### config.mk
export PLATFORM = sky130hd
export DESIGN_NAME = alu_seq_ctrl
export DESIGN_NICKNAME = d
export VERILOG_FILES = /design/src/rtl/alu_ctrl_pkg.sv /design/src/rtl/alu_iter_counter.sv /design/src/rtl/alu_seq_ctrl.sv
export SDC_FILE = /design/constraint.sdc
export NUM_CORES = 1
export LEC_CHECK = 0
export CAP_MARGIN = 20
export CORE_MARGIN = 8
export CORE_UTILIZATION = 45
export DETAILED_ROUTE_END_ITERATION = 12
export PLACE_DENSITY = 0.78
export SLEW_MARGIN = 15
export SYNTH_ARGS = -nofsm -noshare
export SYNTH_HDL_FRONTEND = slang
export SYNTH_SLANG_ARGS = --single-unit
### constraint.sdc
create_clock -name clk -period 1.5 [get_ports clk]
set_input_delay 0.225 -clock clk [delete_from_list [all_inputs] [get_ports clk]]
set_output_delay 0.225 -clock clk [all_outputs]
set_load 0.05 [all_outputs]
### src/rtl/alu_ctrl_pkg.sv
// ---------------------------------------------------------------------------
// alu_ctrl_pkg
//   Shared definitions for the ALU sequencer: operation codes, control-word
//   bit positions, FSM state encoding and a one-hot helper for building
//   control words.
// ---------------------------------------------------------------------------
package alu_ctrl_pkg;

  localparam int CTRL_W = 10;

  typedef enum logic [1:0] {
    OP_ADD = 2'b00,
    OP_SUB = 2'b01,
    OP_MUL = 2'b10,
    OP_DIV = 2'b11
  } op_e;

  // Control word bit positions (one bit per datapath action)
  localparam int C_LDX  = 0;  // A/Q <= X
  localparam int C_LDY  = 1;  // M <= Y
  localparam int C_INIT = 2;  // A <= 0, Q[-1] <= 0
  localparam int C_ALU  = 3;  // A <= A +/- M
  localparam int C_SUB  = 4;  // with C_ALU: subtract
  localparam int C_ASHR = 5;  // A:Q:Q[-1] arithmetic shift right
  localparam int C_SHL  = 6;  // A:Q shift left
  localparam int C_SETQ = 7;  // Q[0] <= ~a_msb
  localparam int C_OUTA = 8;  // drive A onto the bus
  localparam int C_OUTQ = 9;  // drive Q onto the bus

  typedef enum logic [3:0] {
    S_IDLE      = 4'd0,
    S_LOAD_A    = 4'd1,
    S_LOAD_B    = 4'd2,
    S_DISPATCH  = 4'd3,
    S_EXEC_AS   = 4'd4,
    S_MUL_TEST  = 4'd5,
    S_MUL_SHIFT = 4'd6,
    S_DIV_SHIFT = 4'd7,
    S_DIV_OP    = 4'd8,
    S_DIV_Q     = 4'd9,
    S_DIV_FIX   = 4'd10,
    S_OUT_A     = 4'd11,
    S_OUT_Q     = 4'd12,
    S_DONE      = 4'd13,
    S_ERR       = 4'd14
  } state_e;

  // Control word with only bit idx set
  function automatic logic [CTRL_W-1:0] cbit(input int unsigned idx);
    return CTRL_W'(1) << idx;
  endfunction

endpackage

### src/rtl/alu_iter_counter.sv
// ---------------------------------------------------------------------------
// alu_iter_counter
//   Iteration counter for the multi-cycle MUL/DIV loops. Cleared at the start
//   of each operation, advanced once per iteration, and flags the final
//   iteration. It holds at LAST instead of wrapping.
// Ports
//   clk    in   clock
//   rst_b  in   synchronous active-low reset
//   clr    in   clear count to 0 (wins over inc)
//   inc    in   advance count by one
//   cnt    out  current count
//   term   out  cnt == LAST
// ---------------------------------------------------------------------------
module alu_iter_counter #(
  parameter int CW   = 3,
  parameter int LAST = 7
) (
  input  logic          clk,
  input  logic          rst_b,
  input  logic          clr,
  input  logic          inc,
  output logic [CW-1:0] cnt,
  output logic          term
);

  localparam logic [CW-1:0] LAST_V = CW'(LAST);

  logic [CW-1:0] cnt_q, cnt_d;

  always_comb begin
    cnt_d = cnt_q;
    if (clr) begin
      cnt_d = '0;
    end else if (inc && (cnt_q != LAST_V)) begin
      cnt_d = cnt_q + CW'(1);
    end
  end

  always_ff @(posedge clk) begin
    if (!rst_b) begin
      cnt_q <= '0;
    end else begin
      cnt_q <= cnt_d;
    end
  end

  assign cnt  = cnt_q;
  assign term = (cnt_q == LAST_V);

endmodule

### src/rtl/alu_seq_ctrl.sv
// ---------------------------------------------------------------------------
// alu_seq_ctrl
//   Control sequencer for the shared A/Q/M ALU datapath. Runs add, subtract,
//   radix-2 Booth multiply and non-restoring divide on WIDTH-bit operands,
//   emitting a one-hot-per-action control word each cycle and reading back
//   datapath status flags. Divide by a zero divisor aborts with err.
// Ports
//   clk     in   clock
//   rst_b   in   synchronous active-low reset
//   start   in   operation request, sampled only in IDLE
//   op      in   2-bit opcode (ADD/SUB/MUL/DIV), latched with start
//   q0      in   datapath Q[0]
//   q_1     in   datapath Q[-1]
//   a_msb   in   datapath A sign bit
//   m_zero  in   datapath M == 0
//   c       out  10-bit control word
//   busy    out  high whenever not IDLE
//   finish  out  one-cycle end-of-operation pulse
//   err     out  divide-by-zero pulse, coincident with finish
// ---------------------------------------------------------------------------
module alu_seq_ctrl
  import alu_ctrl_pkg::*;
#(
  parameter int WIDTH = 8
) (
  input  logic              clk,
  input  logic              rst_b,
  input  logic              start,
  input  logic [1:0]        op,
  input  logic              q0,
  input  logic              q_1,
  input  logic              a_msb,
  input  logic              m_zero,
  output logic [CTRL_W-1:0] c,
  output logic              busy,
  output logic              finish,
  output logic              err
);

  localparam int CW = $clog2(WIDTH);

  state_e        state_q, state_d;
  op_e           op_q, op_d;
  logic          cnt_clr, cnt_inc, cnt_term;
  logic [CW-1:0] cnt_val;

  alu_iter_counter #(
    .CW   (CW),
    .LAST (WIDTH - 1)
  ) u_iter_counter (
    .clk   (clk),
    .rst_b (rst_b),
    .clr   (cnt_clr),
    .inc   (cnt_inc),
    .cnt   (cnt_val),
    .term  (cnt_term)
  );

  assign cnt_clr = (state_q == S_LOAD_A);
  assign cnt_inc = (state_q == S_MUL_SHIFT) || (state_q == S_DIV_Q);

  // Opcode is captured only when a request is accepted, so changes on op
  // while busy cannot disturb a running operation.
  assign op_d = ((state_q == S_IDLE) && start) ? op_e'(op) : op_q;

  always_ff @(posedge clk) begin
    if (!rst_b) begin
      state_q <= S_IDLE;
      op_q    <= OP_ADD;
    end else begin
      state_q <= state_d;
      op_q    <= op_d;
    end
  end

  // Next-state logic
  always_comb begin
    state_d = state_q;
    case (state_q)
      S_IDLE:      if (start) state_d = S_LOAD_A;
      S_LOAD_A:    state_d = S_LOAD_B;
      S_LOAD_B:    state_d = S_DISPATCH;
      S_DISPATCH: begin
        case (op_q)
          OP_ADD, OP_SUB: state_d = S_EXEC_AS;
          OP_MUL:         state_d = S_MUL_TEST;
          default:        state_d = m_zero ? S_ERR : S_DIV_SHIFT;
        endcase
      end
      S_EXEC_AS:   state_d = S_OUT_A;
      S_MUL_TEST:  state_d = S_MUL_SHIFT;
      S_MUL_SHIFT: state_d = cnt_term ? S_OUT_A : S_MUL_TEST;
      S_DIV_SHIFT: state_d = S_DIV_OP;
      S_DIV_OP:    state_d = S_DIV_Q;
      S_DIV_Q:     state_d = cnt_term ? S_DIV_FIX : S_DIV_SHIFT;
      S_DIV_FIX:   state_d = S_OUT_A;
      S_OUT_A:     state_d = ((op_q == OP_MUL) || (op_q == OP_DIV)) ? S_OUT_Q : S_DONE;
      S_OUT_Q:     state_d = S_DONE;
      S_DONE:      state_d = S_IDLE;
      S_ERR:       state_d = S_IDLE;
      default:     state_d = S_IDLE;
    endcase
  end

  // Output decode
  always_comb begin
    c      = '0;
    busy   = (state_q != S_IDLE);
    finish = 1'b0;
    err    = 1'b0;
    case (state_q)
      S_LOAD_A:    c = cbit(C_LDX);
      S_LOAD_B:    c = cbit(C_LDY);
      S_DISPATCH: begin
        // INIT only for the iterative ops; a zero divisor skips it entirely
        if (op_q == OP_MUL) c = cbit(C_INIT);
        else if ((op_q == OP_DIV) && !m_zero) c = cbit(C_INIT);
      end
      S_EXEC_AS: begin
        c = cbit(C_ALU);
        if (op_q == OP_SUB) c = c | cbit(C_SUB);
      end
      S_MUL_TEST: begin
        // Booth pair {Q0,Q-1}: 01 add M, 10 subtract M, 00/11 no action
        case ({q0, q_1})
          2'b01:   c = cbit(C_ALU);
          2'b10:   c = cbit(C_ALU) | cbit(C_SUB);
          default: c = '0;
        endcase
      end
      S_MUL_SHIFT: c = cbit(C_ASHR);
      S_DIV_SHIFT: c = cbit(C_SHL);
      S_DIV_OP:    c = a_msb ? cbit(C_ALU) : (cbit(C_ALU) | cbit(C_SUB));
      S_DIV_Q:     c = cbit(C_SETQ);
      S_DIV_FIX:   c = a_msb ? cbit(C_ALU) : '0;  // restore a negative remainder
      S_OUT_A:     c = cbit(C_OUTA);
      S_OUT_Q:     c = cbit(C_OUTQ);
      S_DONE:      finish = 1'b1;
      S_ERR: begin
        finish = 1'b1;
        err    = 1'b1;
      end
      default: ;
    endcase
  end

  // Terminal compare must stop the counter before it can pass WIDTH-1
  a_cnt_bound: assert property (@(posedge clk) disable iff (!rst_b)
    (cnt_val <= CW'(WIDTH - 1)));

endmodule
==> results of run 1 <==
## placed cells by master (no fill, tap or decap), types with 4 or more instances in the layout
cell	synthesis	final
sky130_fd_sc_hd__nor2_1	9	5
sky130_fd_sc_hd__nand2_1	7	4
sky130_fd_sc_hd__buf_12	0	15
sky130_fd_sc_hd__buf_6	2	7
sky130_fd_sc_hd__buf_4	0	13
sky130_fd_sc_hd__a21oi_1	7	6
sky130_fd_sc_hd__clkdlybuf4s50_1	0	6
sky130_fd_sc_hd__dfxtp_1	9	4
sky130_fd_sc_hd__nor2b_1	4	4
## state kept, by name, indices dropped and copies added (netlist names)
| name | flops |
|---|---|
| op_q | 2 |
| u_iter_counter.cnt | 3 |
| state_q | 4 |
## worst max-delay path, delay by kind of cell (launching register included)
kind,cells,cell delay (ns)
AOI/OAI and AO/OA,3,0.48
buffers and inverters,1,0.15
DFF,1,0.38
and+or+nand+nor,1,0.19
## final cells by class
class,instances,area [um^2],share of cell area
tap,16,20.02,0.01388
sequential,9,193.9,0.1344
timing repair buffer,45,571.8,0.3964
inverter,2,7.507,0.005204
clock buffer,4,26.28,0.01821
multi-input combinational,69,623.1,0.4319
## metrics by stage
stage / utilization / cells
after floorplan: - / 86
after global placement: 0.8143 / 129
after detailed placement: 0.8143 / 129
after CTS: 0.9092 / 139
after global routing: 0.9689 / 145
final: 0.9689 / 145
## metal layers
| metal | routed length (um) | track usage | vias to the layer above |
|---|---|---|---|
| li1 | - | - | 401 |
| met1 | 1249 | 0.1628 | 431 |
| met2 | 1670 | 0.2981 | 64 |
| met3 | 253 | 0.04110 | 14 |
| met4 | 148 | 0.05634 | 0 |
| met5 | 0 | 0 | - |
## synth_stat cells, types with 2 or more instances
cell type / n
sky130_fd_sc_hd__ha_1: 4
sky130_fd_sc_hd__dfxtp_1: 9
sky130_fd_sc_hd__nor4b_1: 2
sky130_fd_sc_hd__nor2b_1: 4
sky130_fd_sc_hd__nand2_1: 7
sky130_fd_sc_hd__nor2_1: 9
sky130_fd_sc_hd__a21oi_1: 7
sky130_fd_sc_hd__o21ai_0: 2
sky130_fd_sc_hd__nand3_1: 2
sky130_fd_sc_hd__mux2i_1: 4
sky130_fd_sc_hd__and4bb_4: 2
sky130_fd_sc_hd__buf_2: 4
sky130_fd_sc_hd__nand2b_1: 6
sky130_fd_sc_hd__nor3_1: 2
sky130_fd_sc_hd__buf_6: 2
## power by group through the flow
stage	clock, mW	sequential (mW)	combinational, mW
finish	0.189	0.294	0.686
global route	0.209	0.296	0.714
CTS	0.184	0.290	0.600
detailed placement	0	0.293	0.530
global placement	0	0.292	0.519
floorplan	0	0.276	0.322
## kinds of logic (layout without fill, tap and decap cells)
logic type               Yosys count  count (layout)
flip-flops                         9               9
adder cells (fa/ha/maj)            4               4
multiplexers                       4               4
buffers and inverters              8              51
XOR/XNOR                           2               2
AO/OA/AOI/OAI                     20              20
AND/OR/NAND/NOR                   39              39
## worst paths after layout
| path | start | endpoint | slack, ns | depth (start not counted) |
|---|---|---|---|---|
| worst max-delay path | state_q[3]$_SDFFE_PN0P_ | c[3] | -0.19 | 5 |
| worst min-delay path | op_q[0]$_SDFFE_PN0P_ | state_q[1]$_SDFFE_PN0P_ | 0.53 | 2 |
| worst max register to register | state_q[1]$_SDFFE_PN0P_ | state_q[0]$_SDFFE_PN0P_ | -0.02 | 7 |
| worst min register to register | op_q[0]$_SDFFE_PN0P_ | state_q[1]$_SDFFE_PN0P_ | 0.53 | 2 |
## repair_timing
action                                  in CTS  in global routing
gates cloned                                 1                  0
buffers inserted                             5                  6
pin swaps                                    7                  5
endpoints found under the setup margin      15                 15
gates resized for setup                     27                 13
==> metrics.yaml, run 1 <==
setup_path:
  criticalPathCategory: "reg2out"
  required_time_of_the_critical_path_ns: 1.27
  critical_path.endpoint_type: "output port"
  timing.critical_path.from_type: "flip-flop"
  max_stage_delay_ns: 0.38
  worst_path_maximum_fanout: 6
  slowest_stage: "sky130_fd_sc_hd__dfxtp_4"
  arrival_ns: 1.47
  crit_chain: "nand2b_1 -> a21oi_1 -> a31oi_1 -> o21ai_4 -> buf_12"
pwr:
  power.switching_fraction: 0.4000
  power.combinational.fraction: 0.587
  internal_power_mw: 0.7015
  total_leakage_power_nw: 0.5901
  p_switching_mw: 0.4677
  power_frac_clock: 0.161
  power_density_nw_per_um2: 810.5
  power_frac_seq: 0.252
  total_power_mw: 1.169
  vdd_ir_drop_max_v: 0.0006792
place:
  placement.io_buffers: 21
  dp_worst_setup_slack_ns: -0.4043
  gpl.final_weighted_congestion: 0.8487
  placedInstanceArea_um2: 1212
  final_hpwl_dp_mm: 1.697
grt:
  grt_pass1_vias: 874
  grt_start_max_net_pins: 12
  antenna_found_initial: 0
  wire_length_of_the_first_global_routing_pass_mm: 4.140
  global_route.overflow_total: 0
  grt_total_usage: 0.1590
timing:
  final_critical_path_share_of_the_clock_period: 1.129
  rsz_0062_raised_after_global_routing: "true"
  setup_tns_ns: -0.7636
  final_hold_viol_count: 0
  whs_ns: 0.5301
  finalSetupViolCount: 12
  drv_slew: 0
  worst_slew_pin_slew_ns: 0.4319
  period_minus_slack_ns: 1.693
  timing.fmax_mhz: 590.7
  max_slew_margin: 0.7120
  fin_skew_ns: 0.01001
  final_critical_path_setup_slack_ns: -0.1929
clocking:
  cts.path.max_buffers: 2
  cts-hold-fix-buffers: 0
  cts.clk_slew.worst_paths_ns: 0.07
  cts_tree: "built"
  h-tree-depth: 1
  clk_lat_worst_skew_ns: 0.26
  number_of_buffers_created_by_cts: 3
  clock_sink_count: 9
  ctsRootBufferMaster: "sky130_fd_sc_hd__clkbuf_4"
routing:
  route.detailed.wl_per_inst_um: 22.90
  dr.first_iter.drc_count: 28
  drt_first_pass_iters: 4
  drc: 0
  vias_per_cell: 6.276
  ant_nets: 0
  totalWireLength_mm: 3.320
  vias_post_dr: 910
outcome:
  failed_checks: "setup timing"
  run_status: "finished with violations"
die:
  die_width_um: 55.74
  initial_core_utilization: 0.4773
  fp.dieH_um: 55.74
  design.core.area_um2: 1489
  placementRows: 14
  die_footprint_um2: 3107
  design.portCount: 22
yosys:
  synth.cell_area_um2: 710.7
  synthesis.instances: 86
  synth.avg_cell_area_um2: 8.264
  largest_family_of_logic_cells_by_synthesized_area: "simple AND/OR/NAND/NOR gates"
  postSynth.asyncResetShare: 0
  synth_simple_gate_area_share: 0.3275
  yosys_warnings: 0
  ys_ff_latch: 9
  synth_enable_flop_cells: 0
  netlist_top_cells_area: "sky130_fd_sc_hd__dfxtp_1 (25%), sky130_fd_sc_hd__ha_1 (7.0%), sky130_fd_sc_hd__mux2i_1 (5.6%)"
  muxShareOfSynthArea: 0.05634
  synthXorXnorAreaFrac: 0.02465
  synth_flop_cell: "sky130_fd_sc_hd__dfxtp_1"
  synth.largest_area_cell: "sky130_fd_sc_hd__dfxtp_1"
  seq_area_frac_synth: 0.2535
  netlist-cell-type-count: 35
  synth_top_area_frac: 0.2535
  synth-compound-area-share: 0.1972
  mappedNetlistNets: 99
  synth_fa_ha_area_frac: 0.07042
final_layout:
  layout-drive-gt1-share: 0.5504
  final_design_area_no_fill_um2: 1443
  fin_nets: 143
  final.fill_count: 26
  area_delta_synth_final_pct: 103.0
  antenna_cells: 0
run:
  max_capacitance_violation_count: 0
worst_hold_path:
  min-delay-path-class: "reg2reg"
Power figures use the tool's default switching activity.
==> run 2, diff against run 1 <==
Settings changed: CTS_CLUSTER_SIZE set to 14.
==> results of run 2 <==
The final DEF is identical to that of run 1; final timing and power are the same.
==> run 3, diff against run 2 <==
Settings changed: CTS_CLUSTER_DIAMETER set to 30.
==> results of run 3 <==
The final DEF is identical to that of run 1; final timing and power are the same.
